===== src/rtl/vector_control_seq_if.sv =====
// Instruction handshake, memory/flush inputs and per-element control outputs of the sequencer.
// The master side offers instructions; the slave side (sequencer) drives ready, element and control signals.
interface vector_control_seq_if #(
   parameter int LANES = 4,
   parameter int IW    = $clog2(LANES)
);
   logic          instr_valid;
   logic          instr_ready;
   logic [1:0]    op;
   logic [6:0]    funct;
   logic [IW:0]   vlen;
   logic          mem_ack;
   logic          flush;
   logic          elem_valid;
   logic [IW-1:0] elem_idx;
   logic          elem_last;
   logic          reg_s_write;
   logic          reg_v_write;
   logic          alu_s_src;
   logic          alu_v_src;
   logic          mem_write;
   logic          mem_to_reg;
   logic          branch;
   logic          flags_we;
   logic [1:0]    alu_control;
   logic          done;
   logic          illegal;

   modport master (
      output instr_valid, op, funct, vlen, mem_ack, flush,
      input  instr_ready, elem_valid, elem_idx, elem_last, reg_s_write, reg_v_write,
             alu_s_src, alu_v_src, mem_write, mem_to_reg, branch, flags_we,
             alu_control, done, illegal
   );

   modport slave (
      input  instr_valid, op, funct, vlen, mem_ack, flush,
      output instr_ready, elem_valid, elem_idx, elem_last, reg_s_write, reg_v_write,
             alu_s_src, alu_v_src, mem_write, mem_to_reg, branch, flags_we,
             alu_control, done, illegal
   );
endinterface


===== src/rtl/vector_control_seq.sv =====
// Vector instruction sequencer: one element per cycle (memory ops wait on mem_ack), DONE with the last element.
// Ready only in IDLE; flush aborts in-flight work next cycle and blocks acceptance in the same cycle.
module vector_control_seq #(
   parameter int LANES = 4,
   parameter int IW    = $clog2(LANES)
) (
   input  logic                clk,
   input  logic                rst_n,
   vector_control_seq_if.slave bus
);
   typedef enum logic {IDLE = 1'b0, EXEC = 1'b1} state_t;

   localparam logic [IW:0] LANES_W = (IW+1)'(LANES);

   state_t        state_q, state_d;
   logic [1:0]    op_q, op_d;
   logic [6:0]    funct_q, funct_d;
   logic [IW-1:0] cnt_q, cnt_d;
   logic [IW:0]   count_q, count_d;

   logic ready, accept, exec, in_scalar, is_scalar, is_mem, is_load, elem_done, last;

   // Ready is held low while reset is asserted so every output reads 0 during reset.
   assign ready     = (state_q == IDLE) && rst_n;
   assign accept    = ready && bus.instr_valid && !bus.flush;
   assign exec      = (state_q == EXEC);
   assign in_scalar = (bus.op == 2'b10) || (bus.funct[6:5] == 2'b00);
   assign is_scalar = (op_q == 2'b10) || (funct_q[6:5] == 2'b00);
   assign is_mem    = (op_q == 2'b01);
   assign is_load   = is_mem && funct_q[3];
   assign elem_done = exec && !bus.flush && (!is_mem || bus.mem_ack);
   assign last      = ({1'b0, cnt_q} == (count_q - {{IW{1'b0}}, 1'b1}));

   always_ff @(posedge clk or negedge rst_n) begin
      if (!rst_n) begin
         state_q <= IDLE;
         op_q    <= '0;
         funct_q <= '0;
         cnt_q   <= '0;
         count_q <= '0;
      end else begin
         state_q <= state_d;
         op_q    <= op_d;
         funct_q <= funct_d;
         cnt_q   <= cnt_d;
         count_q <= count_d;
      end
   end

   always_comb begin
      state_d = state_q;
      op_d    = op_q;
      funct_d = funct_q;
      cnt_d   = cnt_q;
      count_d = count_q;
      case (state_q)
         IDLE: begin
            if (accept) begin
               op_d    = bus.op;
               funct_d = bus.funct;
               cnt_d   = '0;
               if (in_scalar)
                  count_d = {{IW{1'b0}}, 1'b1};
               else if ((bus.vlen == '0) || (bus.vlen > LANES_W))
                  count_d = LANES_W;
               else
                  count_d = bus.vlen;
               if (bus.op != 2'b11)
                  state_d = EXEC;
            end
         end
         EXEC: begin
            if (bus.flush)
               state_d = IDLE;
            else if (elem_done) begin
               if (last)
                  state_d = IDLE;
               else
                  cnt_d = cnt_q + {{(IW-1){1'b0}}, 1'b1};
            end
         end
         default: state_d = IDLE;
      endcase
   end

   always_comb begin
      bus.instr_ready = ready;
      bus.illegal     = accept && (bus.op == 2'b11);
      bus.elem_valid  = 1'b0;
      bus.elem_idx    = '0;
      bus.elem_last   = 1'b0;
      bus.reg_s_write = 1'b0;
      bus.reg_v_write = 1'b0;
      bus.alu_s_src   = 1'b0;
      bus.alu_v_src   = 1'b0;
      bus.mem_write   = 1'b0;
      bus.mem_to_reg  = 1'b0;
      bus.branch      = 1'b0;
      bus.flags_we    = 1'b0;
      bus.alu_control = 2'b00;
      bus.done        = 1'b0;
      if (exec) begin
         bus.elem_valid  = 1'b1;
         bus.elem_idx    = cnt_q;
         bus.elem_last   = last;
         bus.alu_control = funct_q[1:0];
         bus.done        = elem_done && last;
         case (op_q)
            2'b00: begin
               if (is_scalar) begin
                  bus.alu_s_src = funct_q[4];
                  if (funct_q[2:0] == 3'b101)
                     bus.flags_we = 1'b1;
                  else
                     bus.reg_s_write = 1'b1;
               end else begin
                  bus.reg_v_write = 1'b1;
                  bus.alu_v_src   = (funct_q[6:5] == 2'b11);
                  bus.alu_s_src   = 1'b1;
               end
            end
            2'b01: begin
               bus.alu_s_src = 1'b1;
               // Load write-back only fires on the accepted ack; stores hold mem_write while waiting.
               if (is_load) begin
                  bus.mem_to_reg  = elem_done;
                  bus.reg_s_write = elem_done && is_scalar;
                  bus.reg_v_write = elem_done && !is_scalar;
               end else begin
                  bus.mem_write = 1'b1;
               end
            end
            2'b10: begin
               bus.branch    = 1'b1;
               bus.alu_s_src = 1'b1;
            end
            default: ;
         endcase
      end
   end
endmodule


===== src/flat_wrapper.sv =====
// flat-port wrapper written by rule: the top's interface ports become plain ports
module vector_control_seq_flat 
#(
   parameter int LANES = 4,
   parameter int IW    = $clog2(LANES)
)
  (clk, rst_n, bus_instr_valid, bus_op, bus_funct, bus_vlen, bus_mem_ack, bus_flush, bus_instr_ready, bus_elem_valid, bus_elem_idx, bus_elem_last, bus_reg_s_write, bus_reg_v_write, bus_alu_s_src, bus_alu_v_src, bus_mem_write, bus_mem_to_reg, bus_branch, bus_flags_we, bus_alu_control, bus_done, bus_illegal);
  vector_control_seq_if #(.LANES(LANES), .IW(IW)) bus_i ();
  input  logic clk;
  input  logic rst_n;
  input wire logic [$bits(bus_i.instr_valid)-1:0] bus_instr_valid;
  input wire logic [$bits(bus_i.op)-1:0] bus_op;
  input wire logic [$bits(bus_i.funct)-1:0] bus_funct;
  input wire logic [$bits(bus_i.vlen)-1:0] bus_vlen;
  input wire logic [$bits(bus_i.mem_ack)-1:0] bus_mem_ack;
  input wire logic [$bits(bus_i.flush)-1:0] bus_flush;
  output wire logic [$bits(bus_i.instr_ready)-1:0] bus_instr_ready;
  output wire logic [$bits(bus_i.elem_valid)-1:0] bus_elem_valid;
  output wire logic [$bits(bus_i.elem_idx)-1:0] bus_elem_idx;
  output wire logic [$bits(bus_i.elem_last)-1:0] bus_elem_last;
  output wire logic [$bits(bus_i.reg_s_write)-1:0] bus_reg_s_write;
  output wire logic [$bits(bus_i.reg_v_write)-1:0] bus_reg_v_write;
  output wire logic [$bits(bus_i.alu_s_src)-1:0] bus_alu_s_src;
  output wire logic [$bits(bus_i.alu_v_src)-1:0] bus_alu_v_src;
  output wire logic [$bits(bus_i.mem_write)-1:0] bus_mem_write;
  output wire logic [$bits(bus_i.mem_to_reg)-1:0] bus_mem_to_reg;
  output wire logic [$bits(bus_i.branch)-1:0] bus_branch;
  output wire logic [$bits(bus_i.flags_we)-1:0] bus_flags_we;
  output wire logic [$bits(bus_i.alu_control)-1:0] bus_alu_control;
  output wire logic [$bits(bus_i.done)-1:0] bus_done;
  output wire logic [$bits(bus_i.illegal)-1:0] bus_illegal;
  assign bus_i.instr_valid = bus_instr_valid;
  assign bus_i.op = bus_op;
  assign bus_i.funct = bus_funct;
  assign bus_i.vlen = bus_vlen;
  assign bus_i.mem_ack = bus_mem_ack;
  assign bus_i.flush = bus_flush;
  assign bus_instr_ready = bus_i.instr_ready;
  assign bus_elem_valid = bus_i.elem_valid;
  assign bus_elem_idx = bus_i.elem_idx;
  assign bus_elem_last = bus_i.elem_last;
  assign bus_reg_s_write = bus_i.reg_s_write;
  assign bus_reg_v_write = bus_i.reg_v_write;
  assign bus_alu_s_src = bus_i.alu_s_src;
  assign bus_alu_v_src = bus_i.alu_v_src;
  assign bus_mem_write = bus_i.mem_write;
  assign bus_mem_to_reg = bus_i.mem_to_reg;
  assign bus_branch = bus_i.branch;
  assign bus_flags_we = bus_i.flags_we;
  assign bus_alu_control = bus_i.alu_control;
  assign bus_done = bus_i.done;
  assign bus_illegal = bus_i.illegal;
  vector_control_seq #(.LANES(LANES), .IW(IW)) u_core (.clk(clk), .rst_n(rst_n), .bus(bus_i));
endmodule

===== config.mk =====
export PLATFORM = sky130hd
export DESIGN_NAME = vector_control_seq_flat
export DESIGN_NICKNAME = d
export VERILOG_FILES = /design/src/rtl/vector_control_seq_if.sv /design/src/rtl/vector_control_seq.sv /design/src/flat_wrapper.sv
export SDC_FILE = /design/constraint.sdc
export NUM_CORES = 1
export LEC_CHECK = 0
export CORE_MARGIN = 5
export CORE_UTILIZATION = 40
export CTS_CLUSTER_SIZE = 24
export DETAILED_ROUTE_END_ITERATION = 12
export PLACE_DENSITY = 0.75
export SYNTH_ARGS = -nofsm -noshare
export SYNTH_HDL_FRONTEND = slang
export SYNTH_SLANG_ARGS = --single-unit
export TNS_END_PERCENT = 1

===== constraint.sdc =====
create_clock -name clk -period 1.57 [get_ports clk]
set_clock_uncertainty 0.05 [all_clocks]
set_input_delay 0.314 -clock clk [delete_from_list [all_inputs] [get_ports clk]]
set_output_delay 0.314 -clock clk [all_outputs]
set_load 0.01 [all_outputs]

==> results of run 1 <==
[placed cells by master (no fill, tap or decap), types with 3 or more instances in the layout]
cell	count
a21oi_1	3
and2_1	3
buf_2	11
buf_4	29
buf_6	5
clkbuf_4	3
clkdlybuf4s50_1	14
dfrtp_1	14
inv_1	7
inv_2	3
mux2_2	7
nand2_1	8
nor2_1	5
nor3_2	4
o21ai_0	4
[synthesized netlist by cell type]
| library cell | instances |
|---|---|
| inv_1 | 10 |
| and3_2 | 1 |
| o21ai_0 | 5 |
| and2_1 | 4 |
| or3b_1 | 1 |
| nand3_2 | 1 |
| o22ai_1 | 1 |
| or2_2 | 1 |
| mux2_2 | 7 |
| nor3_1 | 4 |
| a2bb2oi_1 | 1 |
| nand2b_1 | 2 |
| and2b_4 | 1 |
| nand2_1 | 8 |
| buf_4 | 1 |
| mux2_1 | 1 |
| nand3b_1 | 2 |
| xor2_1 | 2 |
| o21a_1 | 1 |
| mux2i_1 | 1 |
| nor4_1 | 1 |
| buf_2 | 1 |
| dfrtp_1 | 15 |
| a211oi_1 | 1 |
| a21oi_1 | 3 |
| nor2b_1 | 1 |
| xnor2_1 | 1 |
| ha_1 | 6 |
| a211o_1 | 1 |
| o211a_1 | 1 |
| buf_6 | 1 |
| and2_2 | 1 |
| and3_1 | 2 |
| and2b_1 | 1 |
| nand3_1 | 1 |
| nor4bb_1 | 1 |
| nor2_1 | 8 |
[layer usage]
| metal | wire length [µm] | vias up | track usage (%) |
|---|---|---|---|
| li1 | - | 467 | - |
| met1 | 1120 | 465 | 19.3 |
| met2 | 1400 | 27 | 29.2 |
| met3 | 133 | 6 | 2.41 |
| met4 | 48 | 0 | 6.80 |
| met5 | 0 | - | 0 |
[worst max-delay path, cell delays in order, from the launching register on]
cell     delay [ns]
dfrtp_1        0.37
inv_1          0.11
ha_4           0.21
xor2_1         0.17
nand3_2        0.14
nor3_2         0.15
buf_2          0.16
[power breakdown]
part	switching, mW	total (mW)	internal, mW
registers	0.0730	0.554	0.481
logic	0.360	0.835	0.474
clock network	0.133	0.227	0.0945
[registers in the layout, summed over array words and instances, names as in the netlist]
register,count
u_core.exec,1
u_core.funct_q,7
u_core.cnt_q,2
u_core.op_q,2
u_core.count_q,3
[area by class of cell]
class | count | area [µm²] | share of cell area [%]
Clock buffer | 3 | 22.5 | 1.41
Clock inverter | 1 | 5.00 | 0.312
Inverter | 10 | 37.5 | 2.34
Multi-Input combinational cell | 73 | 617 | 38.5
Sequential cell | 15 | 377 | 23.5
Tap cell | 28 | 35.0 | 2.19
Timing Repair Buffer | 63 | 508 | 31.7
[logic make-up (layout without fill, tap and decap cells)]
family	after synthesis	after routing	share of synthesized area [%]
AOI/OAI and AO/OA	14	14	9.28
xor gates and xnor gates	3	3	2.75
adders and majority gates	6	6	7.84
buffers and inverters	13	77	6.41
DFF	15	15	39.2
muxes	9	9	10.5
and+or+nand+nor	41	41	24.1
[how the worst max path moves through the flow]
stage,startpoint,to,slack (ns)
2_1_floorplan,u_core.count_q[0],u_core.cnt_q[0],-0.08
3_3_place_gp,bus_flush,bus_reg_s_write,-0.68
3_5_place_dp,bus_flush,bus_reg_s_write,-0.70
4_1_cts,u_core.count_q[0],bus_done,-0.34
5_1_grt,u_core.count_q[0],bus_done,-0.47
6_report,u_core.count_q[1],bus_done,-0.37
[stage by stage]
| stage | instances | setup WS [ns] | power (mW) | area (µm²) | util [%] |
|---|---|---|---|---|---|
| finish | 193 | -0.375 | 1.62 | 1600 | 71.0 |
| global placement | 187 | -0.684 | 1.27 | 1530 | 67.7 |
| global route | 193 | -0.472 | 1.73 | 1600 | 71.0 |
| floorplan | 101 | -0.0771 | 0.898 | 975 | - |
| CTS | 193 | -0.338 | 1.56 | 1550 | 68.9 |
| detailed placement | 187 | -0.697 | 1.29 | 1530 | 67.7 |
[timing repair]
action / in CTS / in global routing
gates cloned: 0 / 0
gates resized for setup: 79 / 14
setup endpoints to repair: 27 / 28
setup buffers: 2 / 0
pin swaps: 6 / 1
==> reports/qor.yml, run 1 <==
sta:
  holdWs_ns: 0.0772
  final.setup.tns_ns: -3.39
  finalMaxSlewViolations: 0
  slew_headroom_pct: 83.1
  fin_crit_sh_pct: 124
  period_needed_ns: 1.94
  fmax_mhz: 514
  tightest_slew_ns: 0.253
  rsz0062_at_grt: "yes"
  setup-violations-final: 15
  finalHoldViolations: 0
  fin_ws_ns: -0.375
clocking:
  clock_path_buffers: 2
  root_buffer: "clkbuf_4"
  numClockSinks: 15
  htreeDepth: 1
  numCtsBuffers: 3
  clkSlewWorstSetupHoldPaths_ns: 0.10
  cts_hold_buf: 0
  cts_tree: "yes"
  clock_latency_ns: 0.28
final_layout:
  nNetsFinal: 189
  diodes: 0
  syn_to_final_growth_pct: 67.3
  fillerInstances: 177
  drive_above_1_share_pct: 49.7
placement:
  hpwl_um: 2010
  gp_congestion: 0.862
  io_buffers: 33
critical_path:
  crit_type: "flip-flop to primary output"
  cp-start-kind: "flip-flop"
  worstReg2RegEnd: "u_core.cnt_q[0]"
  critPathMaxFanout: 3
  worstPathRequired_ns: 1.21
  worstSetupEndpointType: "primary output"
  crit_arrival_ns: 1.58
  r2r.worst_path.cells: 8
  r2r-start: "u_core.count_q[1]"
  r2r_slack_ns: -0.35
yosys:
  yosys_warnings: 0
  synth_seq_area_share_pct: 39.2
  synth.cell_area_um2: 957
  yosysUniqueCellTypes: 37
  yosysTopAreaCell: "dfrtp_1"
  ys_seq_elements: 15
  syn_inst: 101
  syn_avg_cell_area_um2: 9.48
  synth_area_leaders: "dfrtp_1 39%, mux2_2 8.2%, ha_1 7.8%"
  synth_fp_nets: 124
  synth_top_area_share_pct: 39.2
run_status:
  status: "finished with violations"
  violations: "setup timing"
global_routing:
  grt_pass1_wl_um: 4380
  antenna_found_initial: 0
  grt_pass1_vias: 998
  grt_max_degree: 17
  grt_usage_pct: 16.4
  grt-ovfl-total: 0
floorplan:
  io_pins: 34
  fp.dieW_um: 58.9
  rows: 17
  core_um2: 2250
  die_y_um: 58.9
  die_area_um2: 3470
  start_util_pct: 42.5
route:
  ant_nets: 0
  wire_per_inst_um: 14.0
  vias_per_cell: 5.00
  dr.pass1.iters: 5
  drc: 0
  wirelength_um: 2710
  drt_iter0_drc: 21
  dr_total_vias: 965
flow_run:
  max_cap_violations: 0
power_and_ir_drop:
  power.density_nw_per_um2: 1010
  peakVddDrop_mv: 0.684
  p_leak_nw: 0.785
worst_hold_path:
  hold_path_class: "primary input to asynchronous set/reset pin"
(Power assumes the default switching activity.)
==> run 2: changes to the inputs <==
- CORE_UTILIZATION: 40 -> 44
- PLACE_DENSITY: 0.75 -> 0.79
- clock period: 1.57 -> 2 ns (I/O delays scaled with it)
==> run 2 against run 1 <==
- total power shrank 22%
- critical path depth grew 1
- critical path type unchanged
- sequential cell count is the same
- via count shrank 3.6%
- core utilization grew 5.8 points
- sequential power shrank 20%
- the flow still finishes with violations (setup timing)
- hold slack lost 0.031 ns
- largest power group unchanged
- cell area shrank 3.0%
==> reports/qor.yml, run 2 (synthesis gave the netlist of run 1 again) <==
route:
  wire_per_inst_um: 14.7  # +4.8%
  vias_per_cell: 5.05  # +1.1%
  dr_total_vias: 930  # -3.6%
  drc: 0  # unchanged
  dr.pass1.iters: 4  # -1
  ant_nets: 0  # unchanged
  wirelength_um: 2700  # -0.11%
  drt_iter0_drc: 17  # -19%
global_routing:
  grt_max_degree: 17  # unchanged
  grt_pass1_wl_um: 4310  # -1.7%
  antenna_found_initial: 0  # unchanged
  grt_pass1_vias: 936  # -6.2%
  grt-ovfl-total: 0  # unchanged
  grt_usage_pct: 17.3  # +0.96 points
critical_path:
  cp-start-kind: "flip-flop"
  crit_chain: "inv_2 -> ha_4 -> xor2_1 -> nand3_2 -> buf_6 -> nor3_2 -> buf_2"
  r2r_slack_ns: 0.13  # +0.48 ns
  crit_type: "flip-flop to primary output"
  r2r.worst_path.cells: 7  # -1
  slowest_delay_ns: 0.38  # about the same
  critPathLaunch: "u_core.count_q[0]"
  worstSetupEndpointType: "primary output"
  worstReg2RegEnd: "u_core.cnt_q[0]"
  critPathMaxFanout: 3  # unchanged
  crit_arrival_ns: 1.68  # +0.10 ns
  crit_slowest_cell: "dfrtp_1"
  worstPathRequired_ns: 1.55  # +0.34 ns
  r2r-start: "u_core.op_q[0]"
clocking:
  root_buffer: "clkbuf_4"
  clkSlewWorstSetupHoldPaths_ns: 0.10  # about the same
  numClockSinks: 15  # unchanged
  clock_latency_ns: 0.31  # +0.03 ns
  cts_tree: "yes"
  clock_path_buffers: 2  # unchanged
  numCtsBuffers: 3  # unchanged
  htreeDepth: 1  # unchanged
final_layout:
  final_cell_mix: "20 x buf_4, 16 x clkdlybuf4s50_1, 14 x dfrtp_1, 8 x nand2_1"
  diodes: 0  # unchanged
  layout.cells.non_filler: 184  # -4.7%
  reg_top3: "u_core.funct_q (7), u_core.count_q (3)"
  nNetsFinal: 181  # -4.2%
  largest_reg_flops: 7  # unchanged
  syn_to_final_growth_pct: 62.4
  regMostFlops: "u_core.funct_q"
  drive_above_1_share_pct: 40.8  # -8.9 points
  final_common_cell: "buf_4"
power_and_ir_drop:
  p_leak_nw: 0.775  # -1.3%
  peakVddDrop_mv: 0.532  # -22%
  seqPwrFrac_pct: 34.9  # +0.6 points
  power.density_nw_per_um2: 814  # -19%
  power.total_mw: 1.26  # -22%
  p_int_uw: 812  # -23%
  clock_power_share_pct: 15.4  # +1.3 points
  switching_share_pct: 35.8  # +0.74 points
  pwr-share-comb_pct: 49.7  # -1.9 points
  power.switching_uw: 452  # -20%
placement:
  gp_congestion: 0.737  # -14%
  io_buffers: 33  # unchanged
  hpwl_um: 1900  # -5.7%
  dp_cells: 175  # -6.4%
run_status:
  status: "finished with violations"
  violations: "setup timing"
floorplan:
  fp.dieW_um: 56.6  # -3.9%
  io_pins: 34  # unchanged
  die_area_um2: 3210  # -7.6%
  start_util_pct: 47.3  # +4.9 points
  core_um2: 2020  # -10%
  die_y_um: 56.6  # -3.9%
  rows: 16  # -1
sta:
  fmax_mhz: 471
  finalMaxSlewViolations: 0  # unchanged
  finalHoldViolations: 0  # unchanged
  fin_ws_ns: -0.125  # +0.250 ns
  setup-violations-final: 2  # -13
  rsz0062_at_grt: "yes"
  period_needed_ns: 2.13
  fin_crit_sh_pct: 106
  slew_headroom_pct: 80.2  # -2.9 points
  tightest_slew_ns: 0.298  # +0.0451 ns
  final.setup.tns_ns: -0.207  # +3.18 ns
flow_run:
  max_cap_violations: 0  # unchanged
worst_hold_path:
  hold_path_class: "primary input to asynchronous set/reset pin"
==> run 2: cell count changes in the layout (fill, tap and decap cells not counted), sizes merged <==
| cell | previous run | this run |
|---|---|---|
| buf | 45 | 29 |
| clkdlybuf4s50 | 14 | 16 |
| clkinv | 1 | 0 |
| clkinvlp | 0 | 1 |
| dlygate4sd2 | 2 | 5 |
| dlymetal6s2s | 0 | 3 |
==> run 2: routing by layer <==
| layer | GRT usage, % | part of all wire [%] | up-vias |
|---|---|---|---|
| met5 | 0 | 0 | - |
| met1 | 20.6 | 43 | 446 |
| met2 | 28.7 | 51 | 26 |
| met3 | 5.05 | 4.9 | 5 |
| met4 | 7.46 | 1.4 | 0 |
| li1 | - | - | 453 |
==> run 2: critical path, delay by kind of cell (launching register included) <==
family / cells / cell delay (ns)
buffers and inverters: 3 / 0.35
and+or+nand+nor: 2 / 0.22
DFF: 1 / 0.38
xor gates and xnor gates: 1 / 0.16
adders and majority gates: 1 / 0.26
==> run 2: how the worst max path moves through the flow <==
stage                            to  cells past startpoint
CTS                 bus_reg_s_write                      6
floorplan               bus_illegal                      5
detailed placement  bus_reg_s_write                      6
global route               bus_done                      7
global placement    bus_reg_s_write                      6
finish                     bus_done                      7
==> run 2: power by group through the flow <==
stage | sequential [mW] | clock [mW] | combinational [mW]
floorplan | 0.429 | 0 | 0.265
global placement | 0.435 | 0 | 0.468
detailed placement | 0.438 | 0 | 0.480
CTS | 0.435 | 0.191 | 0.559
global route | 0.449 | 0.209 | 0.686
finish | 0.441 | 0.194 | 0.629
==> run 2: what timing repair did <==
action,CTS,global route
gates resized for setup,48,20
pin swaps,5,4
endpoints found under the setup margin,14,11
hold buffers,0,0
buffers inserted,3,2
==> run 2: final cells by class <==
class	count	area [µm²]
flip-flops and latches	15	377
repair buffers	55	470
multi-input cells	73	606
well taps	27	33.8
fillers	145	468
inverters	10	37.5
clock inverters	1	7.51
clock buffers	3	22.5
==> run 2: stage by stage <==
stage                     cell area [µm²]  util, %  setup slack, ns  hold WS (ns)
after detailed placement             1430     70.5           -0.458         0.450
after global routing                 1550     76.9           -0.184        0.0731
after CTS                            1500     74.3           -0.123         0.413
final                                1550     76.9           -0.125        0.0466
after floorplan                       957        -            0.209        0.0544
after global placement               1430     70.5           -0.427         0.438
==> run 3: changes to the inputs <==
- PLACE_DENSITY: 0.79 -> 0.77
- clock period: 2 -> 2.2 ns (I/O delays scaled with it)
==> run 3 against run 2 <==
- the run still ends with setup timing left
- clock-buffer cell count did not move
- sequential share of layout area rose by 1.2 points
- global-route usage is 0.38 points lower
- routed wire length is 7.3% lower
- cell area decreased by 4.6%
- critical path depth down 1
- total power is 18% lower
- register-to-register slack better by 0.21 ns
- via count decreased by 3.3%
- largest power group unchanged
- setup slack better by 0.12 ns
- die area unchanged
==> reports/qor.yml, run 3 (synthesis gave the netlist of run 1 again) <==
critical_path:
  crit_arrival_ns: 1.71  # +0.03 ns
  r2r_slack_ns: 0.34  # +0.21 ns
  r2r.worst_path.cells: 7  # unchanged
  worstPathRequired_ns: 1.71  # +0.16 ns
  r2r-start: "u_core.op_q[1]"
  critPathMaxFanout: 3  # unchanged
  worstSetupEndpointType: "primary output"
  cp-start-kind: "flip-flop"
  worstReg2RegEnd: "u_core.cnt_q[0]"
  crit_type: "flip-flop to primary output"
worst_hold_path:
  hold_path_class: "flip-flop to flip-flop"
  min_from: "u_core.funct_q[4]"
  hold_path_end: "u_core.funct_q[4]"
  min_path_cells: 1
power_and_ir_drop:
  peakVddDrop_mv: 0.511  # -4.0%
  power.total_mw: 1.04  # -18%
  power.density_nw_per_um2: 699  # -14%
  p_leak_nw: 0.761  # -1.8%
route:
  vias_per_cell: 4.94  # -2.3%
  dr.pass1.iters: 4  # unchanged
  wirelength_um: 2510  # -7.3%
  ant_nets: 0  # unchanged
  wire_per_inst_um: 13.8  # -6.3%
  drc: 0  # unchanged
  dr_total_vias: 899  # -3.3%
  drt_iter0_drc: 22  # +5
placement:
  io_buffers: 33  # unchanged
  hpwl_um: 1910  # +0.49%
  gp_congestion: 0.775  # +5.2%
final_layout:
  final_cell_mix: "21 x clkdlybuf4s50_1, 19 x buf_4, 14 x dfrtp_1, 9 x inv_1, 8 x nand2_1"
  regMostFlops: "u_core.funct_q"
  nNetsFinal: 179  # -1.1%
  reg_top3: "u_core.funct_q (7), u_core.count_q (3)"
  drive_above_1_share_pct: 33.5  # -7.2 points
  largest_reg_flops: 7  # unchanged
  final_common_cell: "clkdlybuf4s50_1"
  syn_to_final_growth_pct: 54.9
  diodes: 0  # unchanged
run_status:
  status: "finished with violations"
  violations: "setup timing"
clocking:
  clkSlewWorstSetupHoldPaths_ns: 0.09  # about the same
  root_buffer: "clkbuf_4"
  numClockSinks: 15  # unchanged
  clock_latency_ns: 0.28  # -0.03 ns
  clock_path_buffers: 2  # unchanged
  htreeDepth: 1  # unchanged
  cts_tree: "yes"
  numCtsBuffers: 3  # unchanged
sta:
  fin_ws_ns: -0.00254  # +0.123 ns
  setup-violations-final: 1  # -1
  fmax_mhz: 454
  final.setup.tns_ns: -0.00254  # +0.204 ns
  tightest_slew_ns: 0.247  # -0.0504 ns
  period_needed_ns: 2.20
  rsz0062_at_grt: "yes"
  finalMaxSlewViolations: 0  # unchanged
  holdWs_ns: 0.472  # +0.425 ns
  finalHoldViolations: 0  # unchanged
  fin_crit_sh_pct: 100
  slew_headroom_pct: 83.4  # +3.3 points
floorplan:
  start_util_pct: 47.3  # unchanged
  die_y_um: 56.6  # unchanged
  core_um2: 2020  # unchanged
  io_pins: 34  # unchanged
  die_area_um2: 3210  # unchanged
  fp.dieW_um: 56.6  # unchanged
  rows: 16  # unchanged
global_routing:
  grt_pass1_vias: 979  # +4.6%
  grt_pass1_wl_um: 4310  # unchanged
  grt_usage_pct: 16.9  # -0.38 points
  grt-ovfl-total: 0  # unchanged
  grt_max_degree: 17  # unchanged
  antenna_found_initial: 0  # unchanged
flow_run:
  max_cap_violations: 0  # unchanged
==> run 3: cell types whose count changed in the layout (fill, tap and decap cells not counted), moves of 2 or more <==
cell,previous run,this run
buf_2,7,2
clkbuf_2,0,4
clkdlybuf4s50_1,16,21
inv_1,6,9
inv_2,4,1
ha_4,2,0
ha_1,2,5
dlygate4sd2_1,5,1
==> run 3: per-stage QoR <==
stage               instances  util, %  setup WS, ns  area, µm²
finish                    182     73.3      -0.00254       1480
global route              182     73.3        -0.103       1480
CTS                       181     73.0        -0.193       1480
detailed placement        175     70.5        -0.319       1430
global placement          175     70.5        -0.274       1430
floorplan                 101        -         0.347        957
==> run 3: worst max path at each step <==
stage                        start        endpoint  slack, ns  depth (start not counted)
CTS                 u_core.op_q[1]  bus_mem_to_reg      -0.19                          6
finish              u_core.op_q[1]   bus_alu_s_src     -0.003                          6
global placement             rst_n     bus_illegal      -0.27                          5
floorplan                    rst_n     bus_illegal       0.35                          5
detailed placement           rst_n     bus_illegal      -0.32                          5
global route        u_core.op_q[1]   bus_alu_s_src      -0.10                          6
==> run 3: repair_timing <==
| item | CTS | global route |
|---|---|---|
| pin swaps | 4 | 2 |
| hold buffers | 0 | 0 |
| setup buffers | 2 | 1 |
| resized for setup | 26 | 14 |
| endpoints found under the setup margin | 12 | 12 |
==> run 3: worst max-delay path, cell delays in order, from the launching register on <==
cell      delay, ns
dfrtp_1        0.42
buf_4          0.15
ha_1           0.20
nor2_2         0.11
o21ai_0        0.11
a211oi_1       0.26
buf_2          0.18
==> run 3: layout make-up <==
class | count | area, µm²
clock buffers | 3 | 22.5
well taps | 27 | 33.8
clock inverters | 1 | 5.00
multi-input cells | 73 | 546
repair buffers | 53 | 462
fillers | 153 | 539
flip-flops and latches | 15 | 377
inverters | 10 | 37.5
==> run 3: per-layer routing <==
layer | global-route usage (%) | part of all wire, %
met1 | 19.2 | 42
met5 | 0 | 0
met4 | 6.44 | 0.56
met3 | 3.44 | 5.9
met2 | 30.7 | 51
==> run 3: power breakdown <==
| group | total [mW] | internal, mW | leakage [nW] | switching [mW] |
|---|---|---|---|---|
| logic | 0.481 | 0.269 | 0.560 | 0.212 |
| registers | 0.401 | 0.343 | 0.183 | 0.0576 |
| clock network | 0.154 | 0.0674 | 0.0177 | 0.0864 |
